==> src/rtl/reg_file_mp_pkg.sv <==
// Shared defaults and helpers for the multi-port register file.
package reg_file_mp_pkg;

    localparam int WORD_LEN_DEF          = 32;
    localparam int REG_FILE_SIZE_DEF     = 32;
    localparam int REG_FILE_ADDR_LEN_DEF = $clog2(REG_FILE_SIZE_DEF);
    localparam int NUM_READ_DEF          = 2;

    // Clear engine state encoding width; the encodings live in the FSM.
    typedef logic [1:0] clr_state_t;

    // Address width for a given depth; a single-entry file still gets one bit.
    function automatic int addr_len(input int depth);
        return (depth <= 1) ? 1 : $clog2(depth);
    endfunction

endpackage

==> src/rtl/reg_file_mp_if.sv <==
// Write/read/clear bundle between decode/writeback and the register file.
interface reg_file_mp_if #(
    parameter int WORD_LEN      = reg_file_mp_pkg::WORD_LEN_DEF,
    parameter int REG_FILE_SIZE = reg_file_mp_pkg::REG_FILE_SIZE_DEF,
    parameter int NUM_READ      = reg_file_mp_pkg::NUM_READ_DEF
);
    import reg_file_mp_pkg::*;

    localparam int ADDR_LEN = addr_len(REG_FILE_SIZE);

    logic                         wr_en;
    logic [ADDR_LEN-1:0]          wr_addr;
    logic [WORD_LEN-1:0]          wr_data;
    logic                         wr_ready;
    logic [NUM_READ*ADDR_LEN-1:0] rd_addr;
    logic [NUM_READ*WORD_LEN-1:0] rd_data;
    logic                         clr_req;
    logic                         clr_busy;
    logic                         clr_done;

    modport master (
        output wr_en, wr_addr, wr_data, rd_addr, clr_req,
        input  wr_ready, rd_data, clr_busy, clr_done
    );

    modport slave (
        input  wr_en, wr_addr, wr_data, rd_addr, clr_req,
        output wr_ready, rd_data, clr_busy, clr_done
    );

endinterface

==> src/rtl/reg_file_clear_fsm.sv <==
// Sequenced clear engine: walks the array one entry per cycle and blocks
// external writes while it runs.
//
//  state | meaning
//  ------+-----------------------------------------------------------
//  IDLE  | no clear in progress, writes accepted
//  CLEAR | zeroing entry[ptr] this cycle, writes blocked
//  DONE  | one-cycle completion pulse, writes accepted, new req taken
module reg_file_clear_fsm #(
    parameter int REG_FILE_SIZE = reg_file_mp_pkg::REG_FILE_SIZE_DEF
) (
    input  logic                                               clk,
    input  logic                                               rst,
    input  logic                                               clr_req,
    output logic                                               clr_busy,
    output logic                                               clr_done,
    output logic                                               wr_ready,
    output logic                                               clr_we,
    output logic [reg_file_mp_pkg::addr_len(REG_FILE_SIZE)-1:0] clr_addr
);
    import reg_file_mp_pkg::*;

    localparam int ADDR_LEN = addr_len(REG_FILE_SIZE);

    localparam clr_state_t IDLE  = 2'd0;
    localparam clr_state_t CLEAR = 2'd1;
    localparam clr_state_t DONE  = 2'd2;

    localparam logic [ADDR_LEN-1:0] LAST = ADDR_LEN'(REG_FILE_SIZE - 1);

    clr_state_t          state;
    logic [ADDR_LEN-1:0] ptr;

    // State and pointer; a request arriving mid-clear is dropped, not queued.
    always_ff @(posedge clk) begin
        if (rst) begin
            state <= IDLE;
            ptr   <= '0;
        end else begin
            case (state)
                IDLE: begin
                    ptr <= '0;
                    if (clr_req) state <= CLEAR;
                end
                CLEAR: begin
                    if (ptr == LAST) begin
                        state <= DONE;
                        ptr   <= '0;
                    end else begin
                        ptr <= ptr + ADDR_LEN'(1);
                    end
                end
                DONE: begin
                    ptr   <= '0;
                    state <= clr_req ? CLEAR : IDLE;
                end
                default: begin
                    state <= IDLE;
                    ptr   <= '0;
                end
            endcase
        end
    end

    // Status outputs decode straight from the state register.
    always_comb begin
        clr_busy = (state == CLEAR);
        clr_done = (state == DONE);
        wr_ready = !clr_busy;
        clr_we   = clr_busy;
        clr_addr = ptr;
    end

endmodule

==> src/rtl/reg_file_mp.sv <==
// Integer register file: one write port, NUM_READ combinational read ports,
// optional write-to-read bypass and hardwired zero entry, sequenced clear.
module reg_file_mp #(
    parameter int WORD_LEN      = reg_file_mp_pkg::WORD_LEN_DEF,
    parameter int REG_FILE_SIZE = reg_file_mp_pkg::REG_FILE_SIZE_DEF,
    parameter int NUM_READ      = reg_file_mp_pkg::NUM_READ_DEF,
    parameter int ZERO_REG      = 1,
    parameter int BYPASS        = 1
) (
    input logic          clk,
    input logic          rst,
    reg_file_mp_if.slave bus
);
    import reg_file_mp_pkg::*;

    // Derived from the depth so it can never disagree with it.
    localparam int ADDR_LEN = addr_len(REG_FILE_SIZE);

    logic [WORD_LEN-1:0] mem [REG_FILE_SIZE];

    logic                clr_busy;
    logic                clr_done;
    logic                wr_ready;
    logic                clr_we;
    logic [ADDR_LEN-1:0] clr_addr;
    logic                wr_commit;

    // Addresses that never touch storage: the zero entry and anything past the end.
    function automatic logic addr_masked(input logic [ADDR_LEN-1:0] a);
        return ((ZERO_REG != 0) && (a == '0)) || (int'(a) >= REG_FILE_SIZE);
    endfunction

    reg_file_clear_fsm #(
        .REG_FILE_SIZE (REG_FILE_SIZE)
    ) u_clear_fsm (
        .clk      (clk),
        .rst      (rst),
        .clr_req  (bus.clr_req),
        .clr_busy (clr_busy),
        .clr_done (clr_done),
        .wr_ready (wr_ready),
        .clr_we   (clr_we),
        .clr_addr (clr_addr)
    );

    assign bus.clr_busy = clr_busy;
    assign bus.clr_done = clr_done;
    assign bus.wr_ready = wr_ready;

    // A write commits only when accepted and aimed at real, writable storage.
    assign wr_commit = bus.wr_en && wr_ready && !addr_masked(bus.wr_addr);

    // Array update; the clear wins, though external writes are blocked then anyway.
    always_ff @(posedge clk) begin
        if (rst) begin
            for (int i = 0; i < REG_FILE_SIZE; i++) mem[i] <= '0;
        end else if (clr_we) begin
            mem[clr_addr] <= '0;
        end else if (wr_commit) begin
            mem[bus.wr_addr] <= bus.wr_data;
        end
    end

    for (genvar k = 0; k < NUM_READ; k++) begin : g_rd
        logic [ADDR_LEN-1:0] addr;
        logic [WORD_LEN-1:0] data;

        assign addr = bus.rd_addr[k*ADDR_LEN +: ADDR_LEN];

        // Read mux: masked addresses first, then same-cycle forwarding, then storage.
        always_comb begin
            if (addr_masked(addr)) begin
                data = '0;
            end else if ((BYPASS != 0) && wr_commit && (bus.wr_addr == addr)) begin
                data = bus.wr_data;
            end else begin
                data = mem[addr];
            end
        end

        assign bus.rd_data[k*WORD_LEN +: WORD_LEN] = data;
    end

endmodule
==> src/flat_wrapper.sv <==
// flat-port wrapper written by rule: the top's interface ports become plain ports
module reg_file_mp_flat import reg_file_mp_pkg::*;
#(
    parameter int WORD_LEN      = reg_file_mp_pkg::WORD_LEN_DEF,
    parameter int REG_FILE_SIZE = reg_file_mp_pkg::REG_FILE_SIZE_DEF,
    parameter int NUM_READ      = reg_file_mp_pkg::NUM_READ_DEF,
    parameter int ZERO_REG      = 1,
    parameter int BYPASS        = 1
)
  (clk, rst, bus_wr_en, bus_wr_addr, bus_wr_data, bus_rd_addr, bus_clr_req, bus_wr_ready, bus_rd_data, bus_clr_busy, bus_clr_done);
  reg_file_mp_if #(.WORD_LEN(WORD_LEN), .REG_FILE_SIZE(REG_FILE_SIZE), .NUM_READ(NUM_READ)) bus_i ();
  input logic clk;
  input logic rst;
  input wire logic [$bits(bus_i.wr_en)-1:0] bus_wr_en;
  input wire logic [$bits(bus_i.wr_addr)-1:0] bus_wr_addr;
  input wire logic [$bits(bus_i.wr_data)-1:0] bus_wr_data;
  input wire logic [$bits(bus_i.rd_addr)-1:0] bus_rd_addr;
  input wire logic [$bits(bus_i.clr_req)-1:0] bus_clr_req;
  output wire logic [$bits(bus_i.wr_ready)-1:0] bus_wr_ready;
  output wire logic [$bits(bus_i.rd_data)-1:0] bus_rd_data;
  output wire logic [$bits(bus_i.clr_busy)-1:0] bus_clr_busy;
  output wire logic [$bits(bus_i.clr_done)-1:0] bus_clr_done;
  assign bus_i.wr_en = bus_wr_en;
  assign bus_i.wr_addr = bus_wr_addr;
  assign bus_i.wr_data = bus_wr_data;
  assign bus_i.rd_addr = bus_rd_addr;
  assign bus_i.clr_req = bus_clr_req;
  assign bus_wr_ready = bus_i.wr_ready;
  assign bus_rd_data = bus_i.rd_data;
  assign bus_clr_busy = bus_i.clr_busy;
  assign bus_clr_done = bus_i.clr_done;
  reg_file_mp #(.WORD_LEN(WORD_LEN), .REG_FILE_SIZE(REG_FILE_SIZE), .NUM_READ(NUM_READ), .ZERO_REG(ZERO_REG), .BYPASS(BYPASS)) u_core (.clk(clk), .rst(rst), .bus(bus_i));
endmodule
==> config.mk <==
export PLATFORM = sky130hd
export DESIGN_NAME = reg_file_mp_flat
export DESIGN_NICKNAME = d
export VERILOG_FILES = /design/src/rtl/reg_file_mp_pkg.sv /design/src/rtl/reg_file_mp_if.sv /design/src/rtl/reg_file_clear_fsm.sv /design/src/rtl/reg_file_mp.sv /design/src/flat_wrapper.sv
export SDC_FILE = /design/constraint.sdc
export NUM_CORES = 2
export LEC_CHECK = 0
export ABC_AREA = 1
export ABC_CLOCK_PERIOD_IN_PS = 3100
export BUFFER_PORTS_ARGS = -buffer_cell sky130_fd_sc_hd__buf_2
export CAP_MARGIN = 30
export CORE_MARGIN = 10
export CORE_UTILIZATION = 42
export DETAILED_ROUTE_END_ITERATION = 8
export GPL_ROUTABILITY_DRIVEN = 1
export PLACE_DENSITY = 0.58
export SLEW_MARGIN = 5
export SYNTH_ARGS = -nofsm -noshare
export SYNTH_HDL_FRONTEND = slang
export SYNTH_SLANG_ARGS = --single-unit
==> constraint.sdc <==
create_clock -name clk -period 3.1 [get_ports clk]
set_clock_uncertainty 0.05 [all_clocks]
set_input_delay 0.465 -clock clk [delete_from_list [all_inputs] [get_ports clk]]
set_output_delay 0.465 -clock clk [all_outputs]
set_load 0.1 [all_outputs]
# --- After elaboration in Yosys (flattened, before gate mapping) ---
# Memories as Yosys holds them, arrays and structs flattened.
# Cells that the tools add are included.
classes:
  n_reduce_logical: 14
  n_eq_ne: 7
  n_addsub: 1
  n_bitwise: 1
  muxes: 23
ops:
  columns: ["op", "count"]
  rows:
  - ["2-to-1 mux 32 bit", 6]
  - ["OR reduction 32 bit", 2]
  - ["zero test 5 bit", 3]
  - ["2-to-1 mux 1 bit", 12]
  - ["== test 5 bit", 2]
  - ["2-to-1 mux 5 bit", 2]
  - ["one-hot mux 2 bit (3 select lines)", 1]
  - ["adder 5 x 1 -> 5 bit, second input constant", 1]
  - ["== test 5 bit, second input constant", 1]
  - ["logical AND 1 bit", 4]
  - ["2-to-1 mux 2 bit", 2]
  - ["OR reduction 3 bit", 1]
  - ["== test 2 x 1 -> 1 bit, second input constant", 1]
  - ["== test 2 bit, second input constant", 1]
  - ["zero test 1 bit", 2]
  - ["zero test 2 bit", 1]
  - ["inequality test 2 x 1 -> 1 bit, second input constant", 1]
  - ["inequality test 2 bit, second input constant", 1]
  - ["AND reduction 2 bit", 1]
  - ["inverter 1 bit", 1]
totals:
  ram_bits: 1024
  n_memories: 1
  ff_bits: 7
  out_inout_bits: 67
  elab_cells: 49
  inputBits: 51
mem_list:
  columns: ["name", "depth", "width", "read_ports", "rd_ports_with_merged_regs", "write_ports", "line", "rtl"]
  rows:
  - ["u_core.mem", 32, 32, 2, 0, 32, "reg_file_mp.sv:19", "logic [WORD_LEN-1:0] mem [REG_FILE_SIZE];"]

# --- Logic depth before layout (Yosys ltp) ---
logic_depth:
  ltp_word: 10
  depth_mapped: 13
  ltp_nobuf: 11

# --- By module ---
# Synthesis repeated with hierarchy kept, for this count alone.
unflattened:
  hier_cells: 7494
  hier_area_um2: 58305.9
by_module_without_submodules:
  columns: ["module", "seq_area_each_um2", "cells_per_inst", "instances", "area_per_inst_um2"]
  rows:
  - ["reg_file_mp", 30749.5, 7459, 1, 58009.4]
  - ["reg_file_clear_fsm", 140.1, 35, 1, 296.5]

# --- Least setup slack after synthesis ---
# Ideal clock, no wire load.
synth_timing:
  path_type: "register to register"
  startpoint: "register u_core.u_clear_fsm.state[0]"
  endpoint: "memory u_core.mem[3][0] (netlist name) (enable)"
  period_less_slack_ns: 4.209
  setup_slack_ns: -1.109
  setup_ns: 0.389
  stages_incl_launch_ff: 12
  arrival_time_ns: 3.770
  cell_sequence: "dfxtp_1 > inv_2 > nor2_2 > inv_1 > nor2_1 > inv_1 > nand2_1 > nand3_1 > nor2_2 > nand2_1 > clkbuf_1 > nand2_1"
synth_lines:
  columns: ["element", "line", "rtl"]
  rows:
  - ["start: declaration", "reg_file_clear_fsm.sv:31", "clr_state_t state;"]
  - ["start signal: assignment", "reg_file_clear_fsm.sv:55", "state <= clr_req ? CLEAR : IDLE;"]
  - ["end: declaration", "reg_file_mp.sv:19", null]

# --- Worst setup path after layout ---
layout_timing:
  startpoint: "input bus_rd_addr[1]"
  endpoint: "output bus_rd_data[21]"
layout_between:
  elab_chain_cells: 4
  elab_cells_between_ends: 6
  classes_between: "1 x eq/ne; 2 x mux; 2 x reduce/logical; 1 x memory"
layout_lines:
  columns: ["element", "line", "rtl"]
  rows:
  - ["start: declaration", "flat_wrapper.sv:17", "input wire logic [$bits(bus_i.rd_addr)-1:0] bus_rd_addr;"]
  - ["parallel branches: the longest is 3 deep, another holds memory read (32 x 32 bit)", null, null]
  - ["2-to-1 mux 32 bit *", "reg_file_mp.sv:72", "if (addr_masked(addr)) begin"]
  - ["end: declaration", "flat_wrapper.sv:20", "output wire logic [$bits(bus_i.rd_data)-1:0] bus_rd_data;"]
# Every way passes the cells marked *.

==> metrics.cfg <==
[worst_setup_path]
critical_path_class = input pin to output port
crit_cells = 11
crit_fanout = 6
max_stage_delay_ns = 0.33
r2r_cells = 11
cp-start-kind = input pin
cp.arrival_ns = 2.55
crit_family = buffers and inverters
worstPathRequired_ns = 2.58
crit_chain = buf_8 -> xnor2_4 -> buf_4 -> nand2_1 -> nor3_4 -> buf_6 -> nand2_8 -> buf_12 -> bufbuf_16 -> a21oi_4 -> buf_12
critPathBufInv = 6
cp_common_cell = buf_12
crit_slowest_cell = nor3_4
cp-end-kind = output port

[synth]
yosysSeqAreaShare = 0.5269
yosys_warnings = 0
synth_edf_count = 1024
synthCells = 7506
async_flop_share = 0
synth_cell_types = 30
synth_seq_cells = 1031
yosys_most_used_dff = edfxtp_1
netlist_area_mm2 = 0.05862
synth.avg_cell_area_um2 = 7.810

[placed_design]
dp_hpwl_um = 152100
dp_slack_ns = -0.5038
placed_area_mm2 = 0.06606
gp_congestion = 0.8992
io_buffers = 117

[pwr]
p_switching_w = 0.01074
leakage_nw = 28.09
finalPower_w = 0.03662
switching_share = 0.2932
clock_power_share = 0.383
internal-power_w = 0.02589
p_per_area_mw_per_mm2 = 521.7
pwr-share-seq = 0.438
peakVddDrop_mv = 0.5133
combPwrFrac = 0.179

[drt]
post_drt_wl_per_cell_um = 25.72
first_iter_violations = 8121
vias_per_cell = 5.828
wirelength_um = 244400
firstDrtPassIters = 7
drtAntennaViolNets = 0
drc_errors = 0
via_count = 55380

[floorplanning]
dieArea_mm2 = 0.1549
rows = 137
initial_core_util = 0.4217
die-height_um = 393.6
die_x_um = 393.6
coreArea_mm2 = 0.1390
io_pins = 118

[hold_path]
worstHoldPathType = input pin to register
hold_depth = 4

[finish]
multi_input_area_mm2 = 0.02380
n_fill_cell = 12880
seqCellArea_mm2 = 0.03089
nNetsFinal = 7584
final_cell_mix = 1,734 x nand2_1, 1,356 x nor2_1, 1,024 x edfxtp_1, 984 x nand3_1, 641 x inv_1
final_common_cell = nand2_1
area_growth_pct = 19.75
antennaDiodeCount = 0
final_cell_area_mm2 = 0.07020
drive_gt1_frac = 0.1202

[clock_tree]
cts_buffer_depth = 3
numCtsBuffers = 116
path_clk_slew_ns = 0.06
cts_tree = yes
insertion_delay_ns = 0.75
cts_sinks = 1031
root_buffer = clkbuf_16
cts_max_level = 3

[timing]
fin_hold_ws_ns = 0.2108
hold_viol_final = 0
drv_slew = 0
slew_headroom = 0.4574
setup-violations-final = 0
fin_crit_sh = 0.9884
fmax_ghz = 0.3264
setup_slack_ns = 0.03602
layout_min_cycle_time_ns = 3.064
worst_pin_slew_ns = 0.8139

[run_status]
run_status = finished, final reports clean

[global_route]
grt_pass1_vias = 51530
grt-ovfl-total = 0
grt_start_max_net_pins = 102
grt_pass1_wl_um = 351100
grt_antenna_before_repair = 2
grt.total_usage = 0.3028

[run]
maxCapViolations = 0

-- cells by family (layout without fill, tap and decap cells) --
logic type,Yosys count,after routing,share of synthesized area
simple gates,4267,4267,0.3001
compound gates,899,899,0.08672
buf+inv,1298,1387,0.08454
other cells,1,32,0.00006397
xor+xnor,8,8,0.001195
flops,1031,1031,0.5269
fa+ha+maj,2,2,0.0004268
-- metrics by stage --
step | setup TNS, ns | std cells | utilization
CTS | -0.06853 | 9500 | 0.5043
detailed placement | -14.04 | 9281 | 0.4752
finish | 0 | 9502 | 0.5050
floorplan | -105.50 | 7537 | -
global placement | -14.41 | 9281 | 0.4752
global route | -0.001644 | 9502 | 0.5050
-- worst min-delay path, delay by kind of cell --
| kind | cells | cell delay [ns] |
|---|---|---|
| buf+inv | 2 | 0.29 |
| simple gates | 2 | 0.19 |
-- cells in the mapped netlist, types with 6 or more instances --
| library cell | number | area (um2) |
|---|---|---|
| or2_2 | 67 | 419.2 |
| nand3_1 | 985 | 4930 |
| buf_1 | 51 | 191.4 |
| a21oi_1 | 265 | 1326 |
| buf_2 | 64 | 320.3 |
| nor2_1 | 1365 | 5124 |
| dfxtp_1 | 7 | 140.1 |
| inv_2 | 6 | 22.52 |
| edfxtp_1 | 1024 | 30750 |
| o21ai_0 | 397 | 1987 |
| nand2_1 | 1803 | 6768 |
| nand3b_1 | 28 | 210.2 |
| o211ai_1 | 231 | 1734 |
| clkbuf_1 | 524 | 1967 |
| inv_1 | 647 | 2429 |
-- path summary, 6_finish.rpt --
check | startpoint | to | slack [ns]
worst min register to register | u_core.u_clear_fsm.clr_addr[0] | u_core.u_clear_fsm.clr_addr[0] | 0.43
worst max-delay path | bus_rd_addr[1] | bus_rd_data[21] | 0.04
worst min-delay path | rst | u_core.u_clear_fsm.state[1] | 0.21
worst max register to register | u_core.u_clear_fsm.state[0] | u_core.mem[1][22] | 0.30
-- metal layers --
layer / up-vias / GRT usage / routed length [um]
met5: - / 0 / 0
met4: 0 / 0.1669 / 14730
met3: 670 / 0.06461 / 30570
met2: 3731 / 0.4532 / 105300
met1: 26310 / 0.4076 / 93790
li1: 24660 / - / -
-- area by class of cell --
type / count / share of cell area
Clock buffer: 141 / 0.04359
Clock inverter: 72 / 0.01016
Inverter: 658 / 0.03597
Multi-Input combinational cell: 5208 / 0.3390
Sequential cell: 1031 / 0.4400
Tap cell: 1876 / 0.03344
Timing Repair Buffer: 516 / 0.09778
-- state kept, by name (all words and copies together), names as in the netlist --
signal / count
u_core.mem: 1024
u_core.u_clear_fsm.state: 2
u_core.u_clear_fsm.clr_addr: 5
-- timing repair --
action,in CTS,in global routing
endpoints found under the setup margin,64,29
hold buffers,1,0
resized for setup,31,23
pin swaps,9,5
gates cloned,3,0
endpoints found under the hold margin,1,0
buffers inserted,4,3
-- power groups by stage --
stage,clock [W],sequential (W),combinational (W)
after global placement,0,0.0163,0.00634
after floorplan,0,0.0162,0.00364
after detailed placement,0,0.0163,0.00638
after global routing,0.0146,0.0161,0.00689
final,0.0140,0.0160,0.00656
after CTS,0.0141,0.0160,0.00645
Power figures use the tool's default switching activity.
